<file path="src/rtl/pix_ser_pkg.sv">
// Shared encodings and helpers for the pixel serializer.
package pix_ser_pkg;

    typedef enum logic [1:0] {
        PLANAR = 2'd0,
        PACK2  = 2'd1,
        CHAIN8 = 2'd2,
        RSVD   = 2'd3
    } mode_e;

    typedef enum logic {
        ST_EMPTY = 1'b0,
        ST_SHIFT = 1'b1
    } state_e;

    // Pixels carried by one input word in the given mode; reserved mode
    // steps through the word at the chained rate.
    function automatic int unsigned ppw(input mode_e m, input int unsigned data_w);
        int unsigned n;
        case (m)
            PLANAR:  n = data_w / 32'd4;
            PACK2:   n = data_w / 32'd2;
            CHAIN8:  n = data_w / 32'd8;
            default: n = data_w / 32'd8;
        endcase
        return n;
    endfunction

endpackage

</file>
<file path="src/rtl/pix_ser_fifo.sv">
// Synchronous FIFO with occupancy count, flush and same-cycle push/pop.
module pix_ser_fifo #(
    parameter int WIDTH = 32,
    parameter int DEPTH = 2
) (
    input  logic                       clk,
    input  logic                       rst_n,
    input  logic                       flush,
    input  logic                       push,
    input  logic                       pop,
    input  logic [WIDTH-1:0]           wdata,
    output logic [WIDTH-1:0]           rdata,
    output logic [$clog2(DEPTH+1)-1:0] count,
    output logic                       empty
);
    import pix_ser_pkg::*;

    localparam int PTR_W = (DEPTH > 1) ? $clog2(DEPTH) : 1;
    localparam int CNT_W = $clog2(DEPTH + 1);

    logic [WIDTH-1:0] mem_r [DEPTH];
    logic [PTR_W-1:0] wr_ptr_r;
    logic [PTR_W-1:0] rd_ptr_r;
    logic [CNT_W-1:0] count_r;

    // Pointers wrap at DEPTH-1 so non-power-of-two depths work.
    function automatic logic [PTR_W-1:0] ptr_inc(input logic [PTR_W-1:0] p);
        return (p == PTR_W'(DEPTH - 1)) ? {PTR_W{1'b0}} : p + PTR_W'(1);
    endfunction

    assign rdata = mem_r[rd_ptr_r];
    assign count = count_r;
    assign empty = (count_r == {CNT_W{1'b0}});

    // Storage, pointers and occupancy; flush discards everything held.
    always_ff @(posedge clk or negedge rst_n) begin
        if (!rst_n) begin
            wr_ptr_r <= {PTR_W{1'b0}};
            rd_ptr_r <= {PTR_W{1'b0}};
            count_r  <= {CNT_W{1'b0}};
            for (int i = 0; i < DEPTH; i++) begin
                mem_r[i] <= {WIDTH{1'b0}};
            end
        end else if (flush) begin
            wr_ptr_r <= {PTR_W{1'b0}};
            rd_ptr_r <= {PTR_W{1'b0}};
            count_r  <= {CNT_W{1'b0}};
        end else begin
            if (push) begin
                mem_r[wr_ptr_r] <= wdata;
                wr_ptr_r        <= ptr_inc(wr_ptr_r);
            end
            if (pop) begin
                rd_ptr_r <= ptr_inc(rd_ptr_r);
            end
            case ({push, pop})
                2'b10:   count_r <= count_r + CNT_W'(1);
                2'b01:   count_r <= count_r - CNT_W'(1);
                default: count_r <= count_r;
            endcase
        end
    end

endmodule

</file>
<file path="src/rtl/pix_serializer_p.sv">
// Attribute-path serializer: buffers CRT FIFO words and emits one palette
// index per dot enable in planar, 2-bpp packed or 8-bpp chained mode.
module pix_serializer_p
    import pix_ser_pkg::*;
#(
    parameter int DATA_W    = 32,
    parameter int BUF_DEPTH = 2
) (
    input  logic              t_crt_clk,
    input  logic              h_reset_n,
    input  logic              c_dclk_en,
    input  logic              line_start,
    input  logic [1:0]        mode,
    input  logic [1:0]        pix_rep,
    input  logic [3:0]        plane_en,
    input  logic              in_valid,
    input  logic [DATA_W-1:0] in_data,
    output logic              in_ready,
    output logic              pix_valid,
    output logic [7:0]        pix_data,
    output logic              underrun
);

    localparam int Q     = DATA_W / 4;
    localparam int IDX_W = $clog2(DATA_W / 2);
    localparam int CNT_W = $clog2(BUF_DEPTH + 1);

    mode_e             mode_r;
    logic [1:0]        rep_r;
    state_e            state_r;
    logic [DATA_W-1:0] shift_r;
    logic [IDX_W-1:0]  pix_idx_r;
    logic [1:0]        rep_cnt_r;

    logic              fifo_push_s;
    logic              fifo_pop_s;
    logic [DATA_W-1:0] fifo_head_s;
    logic [CNT_W-1:0]  fifo_count_s;
    logic              fifo_empty_s;
    logic [IDX_W-1:0]  last_idx_s;
    logic              last_step_s;
    logic [DATA_W-1:0] shifted_s;
    logic [7:0]        pix_s;

    assign in_ready    = (fifo_count_s != CNT_W'(BUF_DEPTH)) && !line_start;
    assign fifo_push_s = in_valid && in_ready;

    pix_ser_fifo #(
        .WIDTH (DATA_W),
        .DEPTH (BUF_DEPTH)
    ) u_fifo (
        .clk   (t_crt_clk),
        .rst_n (h_reset_n),
        .flush (line_start),
        .push  (fifo_push_s),
        .pop   (fifo_pop_s),
        .wdata (in_data),
        .rdata (fifo_head_s),
        .count (fifo_count_s),
        .empty (fifo_empty_s)
    );

    // Detect the final repetition of the final pixel and decide when the
    // shift register takes the FIFO head (idle refill or bubble-free chain).
    always_comb begin
        last_idx_s  = IDX_W'(ppw(mode_r, DATA_W) - 32'd1);
        last_step_s = (rep_cnt_r == rep_r) && (pix_idx_r == last_idx_s);
        fifo_pop_s  = 1'b0;
        if (line_start || fifo_empty_s) begin
            fifo_pop_s = 1'b0;
        end else if (state_r == ST_EMPTY) begin
            fifo_pop_s = 1'b1;
        end else begin
            fifo_pop_s = c_dclk_en && last_step_s;
        end
    end

    // Pixel extraction: slide the current pixel to the top of the word.
    always_comb begin
        shifted_s = shift_r;
        pix_s     = 8'h00;
        case (mode_r)
            PLANAR: begin
                shifted_s = shift_r << pix_idx_r;
                pix_s     = {4'h0, plane_en & {shifted_s[4*Q-1], shifted_s[3*Q-1],
                                               shifted_s[2*Q-1], shifted_s[Q-1]}};
            end
            PACK2: begin
                shifted_s = shift_r << {pix_idx_r, 1'b0};
                pix_s     = {6'h00, shifted_s[DATA_W-1 -: 2]};
            end
            CHAIN8: begin
                shifted_s = shift_r << {pix_idx_r, 3'b000};
                pix_s     = shifted_s[DATA_W-1 -: 8];
            end
            default: begin
                shifted_s = shift_r;
                pix_s     = 8'h00;
            end
        endcase
    end

    // Serializer FSM: mode latch, shift/index/repeat counters and outputs.
    always_ff @(posedge t_crt_clk or negedge h_reset_n) begin
        if (!h_reset_n) begin
            mode_r    <= PLANAR;
            rep_r     <= 2'd0;
            state_r   <= ST_EMPTY;
            shift_r   <= {DATA_W{1'b0}};
            pix_idx_r <= {IDX_W{1'b0}};
            rep_cnt_r <= 2'd0;
            pix_valid <= 1'b0;
            pix_data  <= 8'h00;
            underrun  <= 1'b0;
        end else if (line_start) begin
            mode_r    <= mode_e'(mode);
            rep_r     <= pix_rep;
            state_r   <= ST_EMPTY;
            shift_r   <= {DATA_W{1'b0}};
            pix_idx_r <= {IDX_W{1'b0}};
            rep_cnt_r <= 2'd0;
            pix_valid <= 1'b0;
            pix_data  <= 8'h00;
            underrun  <= 1'b0;
        end else begin
            underrun <= 1'b0;
            case (state_r)
                ST_EMPTY: begin
                    if (c_dclk_en) begin
                        pix_valid <= 1'b0;
                        pix_data  <= 8'h00;
                        underrun  <= (mode_r != RSVD);
                    end
                    if (fifo_pop_s) begin
                        shift_r   <= fifo_head_s;
                        pix_idx_r <= {IDX_W{1'b0}};
                        rep_cnt_r <= 2'd0;
                        state_r   <= ST_SHIFT;
                    end
                end
                ST_SHIFT: begin
                    if (c_dclk_en) begin
                        pix_valid <= (mode_r != RSVD);
                        pix_data  <= pix_s;
                        if (rep_cnt_r != rep_r) begin
                            rep_cnt_r <= rep_cnt_r + 2'd1;
                        end else begin
                            rep_cnt_r <= 2'd0;
                            pix_idx_r <= pix_idx_r + IDX_W'(1);
                        end
                        if (last_step_s) begin
                            pix_idx_r <= {IDX_W{1'b0}};
                            if (fifo_pop_s) begin
                                shift_r <= fifo_head_s;
                            end else begin
                                state_r <= ST_EMPTY;
                            end
                        end
                    end
                end
                default: begin
                    state_r <= ST_EMPTY;
                end
            endcase
        end
    end

endmodule
</file>
<file path="config.mk">
export PLATFORM = sky130hd
export DESIGN_NAME = pix_serializer_p
export DESIGN_NICKNAME = d
export VERILOG_FILES = /design/src/rtl/pix_ser_pkg.sv /design/src/rtl/pix_ser_fifo.sv /design/src/rtl/pix_serializer_p.sv
export SDC_FILE = /design/constraint.sdc
export NUM_CORES = 1
export LEC_CHECK = 0
export ABC_AREA = 1
export CAP_MARGIN = 5
export CELL_PAD_IN_SITES_DETAIL_PLACEMENT = 1
export CELL_PAD_IN_SITES_GLOBAL_PLACEMENT = 1
export CORE_AREA = 2 2 121 123
export CTS_CLUSTER_SIZE = 14
export DETAILED_ROUTE_END_ITERATION = 12
export DIE_AREA = 0 0 123 125
export PLACE_DENSITY_LB_ADDON = 0.12
export SYNTH_ARGS = -nofsm -noshare
export SYNTH_HDL_FRONTEND = slang
export SYNTH_HIERARCHICAL = 1
export SYNTH_SLANG_ARGS = --single-unit
</file>
<file path="constraint.sdc">
create_clock -name t_crt_clk -period 2.27 [get_ports t_crt_clk]
set_clock_uncertainty 0.2 [all_clocks]
set_input_delay 0.5675 -clock t_crt_clk [delete_from_list [all_inputs] [get_ports t_crt_clk]]
set_output_delay 0.5675 -clock t_crt_clk [all_outputs]
set_load 0.01 [all_outputs]
</file>
==> results of run 1 <==
==> state kept, by name (all words and copies together), names as in the netlist <==
register         flops
pix_data             8
u_fifo/rd_ptr_r      1
rep_r                2
u_fifo/mem_r        64
underrun             1
shift_r             32
u_fifo/count         2
pix_idx_r            4
u_fifo/wr_ptr_r      1
mode_r               2
state_r              1
rep_cnt_r            2
pix_valid            1
==> repair_timing <==
action                                  CTS  global route
hold buffers                              1             0
hold endpoints to repair                  3             0
gates resized for setup                   1             3
endpoints found under the setup margin    1             2
==> layout by cell type (no fill, tap or decap), types with 17 or more instances in the layout <==
master and count:
o21ai_1 47, nand3_1 112, clkdlybuf4s50_1 53, nand2_1 241, inv_1 54, dfrtp_1 120
buf_4 17, mux2_2 20, o21ai_2 23, clkbuf_16 17
==> power breakdown <==
group / internal [mW] / total (mW) / switching, mW
clock network: 1.60 / 2.58 / 0.983
logic: 1.01 / 2.45 / 1.44
registers: 2.85 / 3.29 / 0.446
==> critical path: cells and delay by family <==
| family | cells | cell delay (ns) |
|---|---|---|
| AO/OA/AOI/OAI | 1 | 0.16 |
| buffers and inverters | 2 | 0.72 |
==> how the worst min path moves through the flow <==
stage	start	to	slack, ns	depth (start not counted)
finish	pix_data[2]$_DFFE_PN0P_	pix_data[2]$_DFFE_PN0P_	0.27	2
global route	h_reset_n	u_fifo/mem_r[60]$_DFFE_PN0P_	0.29	2
CTS	h_reset_n	u_fifo/mem_r[28]$_DFFE_PN0P_	0.28	2
detailed placement	h_reset_n	u_fifo/mem_r[60]$_DFFE_PN0P_	0.18	1
global placement	h_reset_n	u_fifo/mem_r[28]$_DFFE_PN0P_	0.18	1
floorplan	h_reset_n	mode_r[0]$_DFFE_PN0P_	0.07	0
==> final cells by class <==
class	count	area, um^2
clock inverter	13	130
inverter	63	241
multi-input combinational	509	2610
sequential	121	3030
clock buffer	18	429
tap	184	230
fill	1683	6760
timing repair buffer	77	777
==> per-stage QoR <==
| step | power [mW] | util, % | hold slack, ns | setup WS [ns] | std cells |
|---|---|---|---|---|---|
| global route | 8.93 | 52.4 | 0.292 | 0.00513 | 985 |
| finish | 8.32 | 52.4 | 0.273 | 0.0543 | 985 |
| floorplan | 4.98 | - | 0.0719 | 0.402 | 732 |
| CTS | 8.40 | 52.4 | 0.279 | 0.0192 | 985 |
| global placement | 5.57 | 48.4 | 0.176 | -0.267 | 953 |
| detailed placement | 5.74 | 48.4 | 0.180 | -0.257 | 953 |
==> metal layers <==
| metal | wire length, um | track usage, % |
|---|---|---|
| met5 | 0 | 0 |
| met4 | 307 | 8.16 |
| met3 | 435 | 4.15 |
| met2 | 8100 | 38.2 |
| met1 | 7610 | 31.2 |
==> cells by family after synthesis <==
| logic type | count (synthesis) | share of synthesized area (%) |
|---|---|---|
| mux | 32 | 5.89 |
| buf+inv | 102 | 8.03 |
| flops | 121 | 49.5 |
| compound gates | 92 | 9.42 |
| xor+xnor | 2 | 0.286 |
| fa+ha+maj | 1 | 0.204 |
| simple gates | 382 | 26.7 |
==> flow_summary_export.csv, run 1 <==
group,metric,value,unit
outcome,status,"finished, final reports clean",
clock_tree,clk_latency,0.42,ns
clock_tree,cts_max_path_buffers,2,
timing,finalMaxSlewViolations,0,
cells_and_area,n_antenna_cell,0,
floorplanning,start_util,43.1,%
worst_setup_path,slowest_stage,"clkdlybuf4s50_1",
worst_setup_path,r2r-end,"u_fifo/count[1]$_DFFE_PN0P_",
logic_synthesis,synth_top_area_share,49.5,%
floorplanning,ios,56,
floorplanning,fp.dieW,123,um
placed_design,place_area,6870,um^2
worst_setup_path,regToRegStartpoint,"mode_r[1]$_DFFE_PN0P_",
worst_setup_path,worstPathMaxFanout,2,
logic_synthesis,synth_edf_count,0,
logic_synthesis,synthDistinctLibCells,36,
route,via_count,5092,
cells_and_area,layout-drive-gt1-share,14.5,%
timing,fin_crit,2.22,ns
global_route,grt_usage,23.4,%
power,ir_drop,0.554,mV
route,dr.pass1.iters,4,
logic_synthesis,ys_ff_latch,121,
worst_setup_path,worstPathRequired,1.50,ns
power,p_per_area,1120,nW/um^2
worst_setup_path,ff2ff_path_depth,14,
logic_synthesis,yosys-top-cells-area,"dfrtp_1, nand2_1, nand3_1",
floorplanning,die_h,125,um
route,wl_per_cell,16.7,um
timing,worst_pin_slew,0.648,ns
placed_design,port-buffer-count,55,
worst_setup_path,reg2reg_slack,0.23,ns
timing,hold_viol_final,0,
route,ant_nets,0,
timing,fmax,451,MHz
timing,setup_viol_count_final,0,
worst_setup_path,cp-start-kind,"input pin",
clock_tree,post_cts_buffers,0,
cells_and_area,finalNetCount,835,
job,cap_violations,0,
clock_tree,clkSlewWorstSetupHoldPaths,0.05,ns
logic_synthesis,yosys.area.top_type,"dfrtp_1",
worst_setup_path,crit_path_end,"in_ready",
logic_synthesis,netlist_area,6120,um^2
route,vias_per_cell,5.17,
timing,setup-tns-final,0,ns
logic_synthesis,yosys_most_used_dff,"dfrtp_1",
global_route,gr-total-overflow,0,
clock_tree,htreeDepth,4,
floorplanning,core,14200,um^2
worst_setup_path,critical_path.max_stage_delay,0.43,ns
worst_setup_path,cp_data_arrival_time,1.45,ns
worst_setup_path,worstSetupPathType,"input pin to primary output",
logic_synthesis,yosys_warnings,6,
logic_synthesis,synth_common_cells,"nand2_1, dfrtp_1, nand3_1",
worst_hold_path,hold_class,"flip-flop to flip-flop",
placed_design,dpl.hpwl,11100,um
global_route,grt_first_pass_wirelength,28300,um
placed_design,gp_congestion,0.893,
logic_synthesis,syn_nets,778,
worst_setup_path,startpoint,"line_start",
logic_synthesis,ys_seq_area_share,49.5,%
timing,grt_setup_unrepaired,"no",
timing,finalCritPeriodShare,97.6,%
route,wirelength,16500,um
logic_synthesis,yosysMostFrequentCell,"nand2_1",
worst_setup_path,crit_path_cell_trace,"clkdlybuf4s50_1 -> a21oi_2 -> dlygate4sd2_1",
floorplanning,rows,44,
logic_synthesis,syn_avg_cell_area,8.36,um^2
clock_tree,cts_buffers,17,
global_route,antenna_found_initial,0,
route,dr.first_iter.drc_count,252,
cells_and_area,final_area,7440,um^2
logic_synthesis,synthCells,732,
clock_tree,clockRootBuffer,"clkbuf_16",
global_route,grt_max_degree,83,
worst_setup_path,critPathCaptureType,"primary output",
logic_synthesis,async_flop_share,100,%
power,leakage,3.70,nW
clock_tree,clock-sinks,121,
floorplanning,die-area,15400,um^2
global_route,first_global_vias,5665,
cells_and_area,area_growth,21.6,%
route,drc,0,
clock_tree,cts_tree,"yes",
timing,slew_headroom,56.5,%
(Power assumes the default switching activity.)
==> inputs of run 2 (changes only) <==
--- a/config.mk
+++ b/config.mk
@@ -8,9 +8,9 @@
 export ABC_AREA = 1
-export CAP_MARGIN = 5
+export CAP_MARGIN = 10
 export CELL_PAD_IN_SITES_DETAIL_PLACEMENT = 1
 export CELL_PAD_IN_SITES_GLOBAL_PLACEMENT = 1
-export CORE_AREA = 2 2 121 123
+export CORE_AREA = 2 2 118 120
 export CTS_CLUSTER_SIZE = 14
 export DETAILED_ROUTE_END_ITERATION = 12
-export DIE_AREA = 0 0 123 125
+export DIE_AREA = 0 0 120 122
 export PLACE_DENSITY_LB_ADDON = 0.12
==> constraint.sdc (replaced) <==
create_clock -name t_crt_clk -period 2.6 [get_ports t_crt_clk]
set_clock_uncertainty 0.2 [all_clocks]
set_input_delay 0.26 -clock t_crt_clk [delete_from_list [all_inputs] [get_ports t_crt_clk]]
set_output_delay 0.26 -clock t_crt_clk [all_outputs]
set_load 0.01 [all_outputs]
==> flow_summary_export.csv, run 2 (same netlist as run 1, synthesis figures left out) <==
group,metric,value,unit
floorplanning,ios,56,
floorplanning,die_h,122,um
cells_and_area,multi_input_area,2600,um^2
timing,setup_viol_count_final,0,
cells_and_area,finalNetCount,829,
route,met1Wirelength,7500,um
timing,grt_setup_unrepaired,"no",
cells_and_area,top_register,"u_fifo/mem_r",
cells_and_area,area_growth,22.1,%
route,wirelength,15900,um
cells_and_area,largest_reg_flops,64,
route,highest_layer,"met4",
floorplanning,rows,43,
clock_tree,cts_tree,"yes",
clock_tree,clk_latency,0.42,ns
worst_setup_path,critPathCaptureType,"primary output",
placed_design,gp_congestion,0.919,
cells_and_area,top_regs,"u_fifo/mem_r: 64 flops, shift_r: 32 flops, pix_data: 8 flops",
worst_setup_path,worstPathRequired,2.14,ns
route,ant_nets,0,
global_route,grt_usage,24.0,%
worst_setup_path,regToRegStartpoint,"pix_idx_r[2]$_DFFE_PN0P_",
cells_and_area,layout_commonest_cell,"nand2_1",
route,wl_per_cell,16.3,um
worst_setup_path,startpoint,"u_fifo/count[0]$_DFFE_PN0P_",
power,p_per_area,1010,nW/um^2
power,leakage,3.70,nW
cells_and_area,n_antenna_cell,0,
cells_and_area,ff_latch_area,3030,um^2
global_route,grt_max_degree,66,
route,vias_per_cell,5.20,
worst_setup_path,worstSetupPathType,"flip-flop to primary output",
timing,setup-tns-final,0,ns
clock_tree,clock-sinks,121,
timing,fin_crit,2.07,ns
clock_tree,htreeDepth,4,
cells_and_area,fillers,1595,
timing,hold_viol_final,0,
global_route,first_global_vias,5510,
global_route,grt_first_pass_wirelength,27500,um
placed_design,dpl.hpwl,11000,um
outcome,status,"finished, final reports clean",
global_route,gr-total-overflow,0,
floorplanning,start_util,45.3,%
worst_setup_path,cp-start-kind,"flip-flop",
timing,worst_pin_slew,0.514,ns
route,dr.first_iter.drc_count,272,
timing,timing.hold.ws,0.0986,ns
clock_tree,cts_buffers,17,
worst_setup_path,crit_path_end,"in_ready",
placed_design,post-place-ws,0.441,ns
worst_hold_path,hold_class,"input pin to async pin",
floorplanning,die-area,14600,um^2
route,drc,0,
global_route,antenna_found_initial,0,
route,dr.pass1.iters,4,
clock_tree,clkSlewWorstSetupHoldPaths,0.06,ns
worst_setup_path,ff2ff_path_depth,14,
power,p_total,7.57,mW
timing,finalMaxSlewViolations,0,
job,cap_violations,0,
cells_and_area,layout-drive-gt1-share,13.7,%
floorplanning,core,13500,um^2
clock_tree,clockRootBuffer,"clkbuf_16",
route,met2_length,7650,um
timing,slew_headroom,65.8,%
worst_setup_path,worstPathMaxFanout,4,
cells_and_area,final_cell_mix,"nand2_1, dfrtp_1, nand3_1",
placed_design,port-buffer-count,55,
cells_and_area,postLayoutCoreUtil,55.4,%
worst_setup_path,reg2reg_slack,0.57,ns
clock_tree,cts_resized,0,
route,met3_length,499,um
timing,fmax,482,MHz
worst_setup_path,cp_data_arrival_time,1.61,ns
floorplanning,fp.dieW,120,um
power,ir_drop,0.519,mV
timing,finalCritPeriodShare,79.8,%
clock_tree,cts_max_path_buffers,2,
worst_setup_path,r2r-end,"u_fifo/count[1]$_DFFE_PN0P_",
timing,setup_ws,0.526,ns
route,via_count,5080,
==> run 2: cell types whose count changed in the layout (fill, tap and decap cells not counted), sizes merged <==
cell,change
clkinv,-3
dlygate4sd2,-1
buf,-6
clkdlybuf4s50,+1
bufinv,+3
clkinvlp,+1
==> run 2: stage by stage <==
step	cell area, um^2	cells
after global routing	7480	976
after CTS	7480	976
after detailed placement	6810	943
after global placement	6810	943
after floorplan	6120	732
final	7480	976
==> run 2: what timing repair did <==
item	CTS	global route
hold buffers	1	0
buffers inserted	0	0
endpoints found under the hold margin	94	0
==> run 2: how the worst min path moves through the flow <==
stage | cells past startpoint | end | slack, ns
floorplan | 0 | mode_r[0]$_DFFE_PN0P_ | -0.24
global placement | 1 | u_fifo/mem_r[26]$_DFFE_PN0P_ | 0.0004
detailed placement | 1 | u_fifo/mem_r[26]$_DFFE_PN0P_ | 0.004
CTS | 2 | u_fifo/mem_r[26]$_DFFE_PN0P_ | 0.10
global route | 2 | u_fifo/mem_r[26]$_DFFE_PN0P_ | 0.12
finish | 2 | u_fifo/mem_r[26]$_DFFE_PN0P_ | 0.1
==> run 2: routing by layer <==
| layer | GRT usage (%) | up-vias |
|---|---|---|
| li1 | - | 2486 |
| met1 | 31.8 | 2496 |
| met2 | 39.1 | 78 |
| met3 | 4.78 | 20 |
| met4 | 8.75 | 0 |
| met5 | 0 | - |
==> run 2: layout make-up <==
cell class	instances	area share (%)
Tap cell	180	3.01
Clock inverter	14	2.95
Timing Repair Buffer	71	9.64
Clock buffer	18	5.87
Sequential cell	121	40.5
Multi-Input combinational cell	509	34.8
Inverter	63	3.23
==> run 2: power breakdown <==
| group | switching (mW) | internal, mW | leakage, nW |
|---|---|---|---|
| Sequential | 0.376 | 2.49 | 1.59 |
| Clock | 0.893 | 1.73 | 0.309 |
| Combinational | 1.23 | 0.850 | 1.80 |
==> run 2: worst max-delay path, cell delays in order, from the launching register on <==
cell             delay [ns]
dfrtp_1                0.41
inv_1                  0.06
a21oi_1                0.14
clkdlybuf4s50_1        0.57
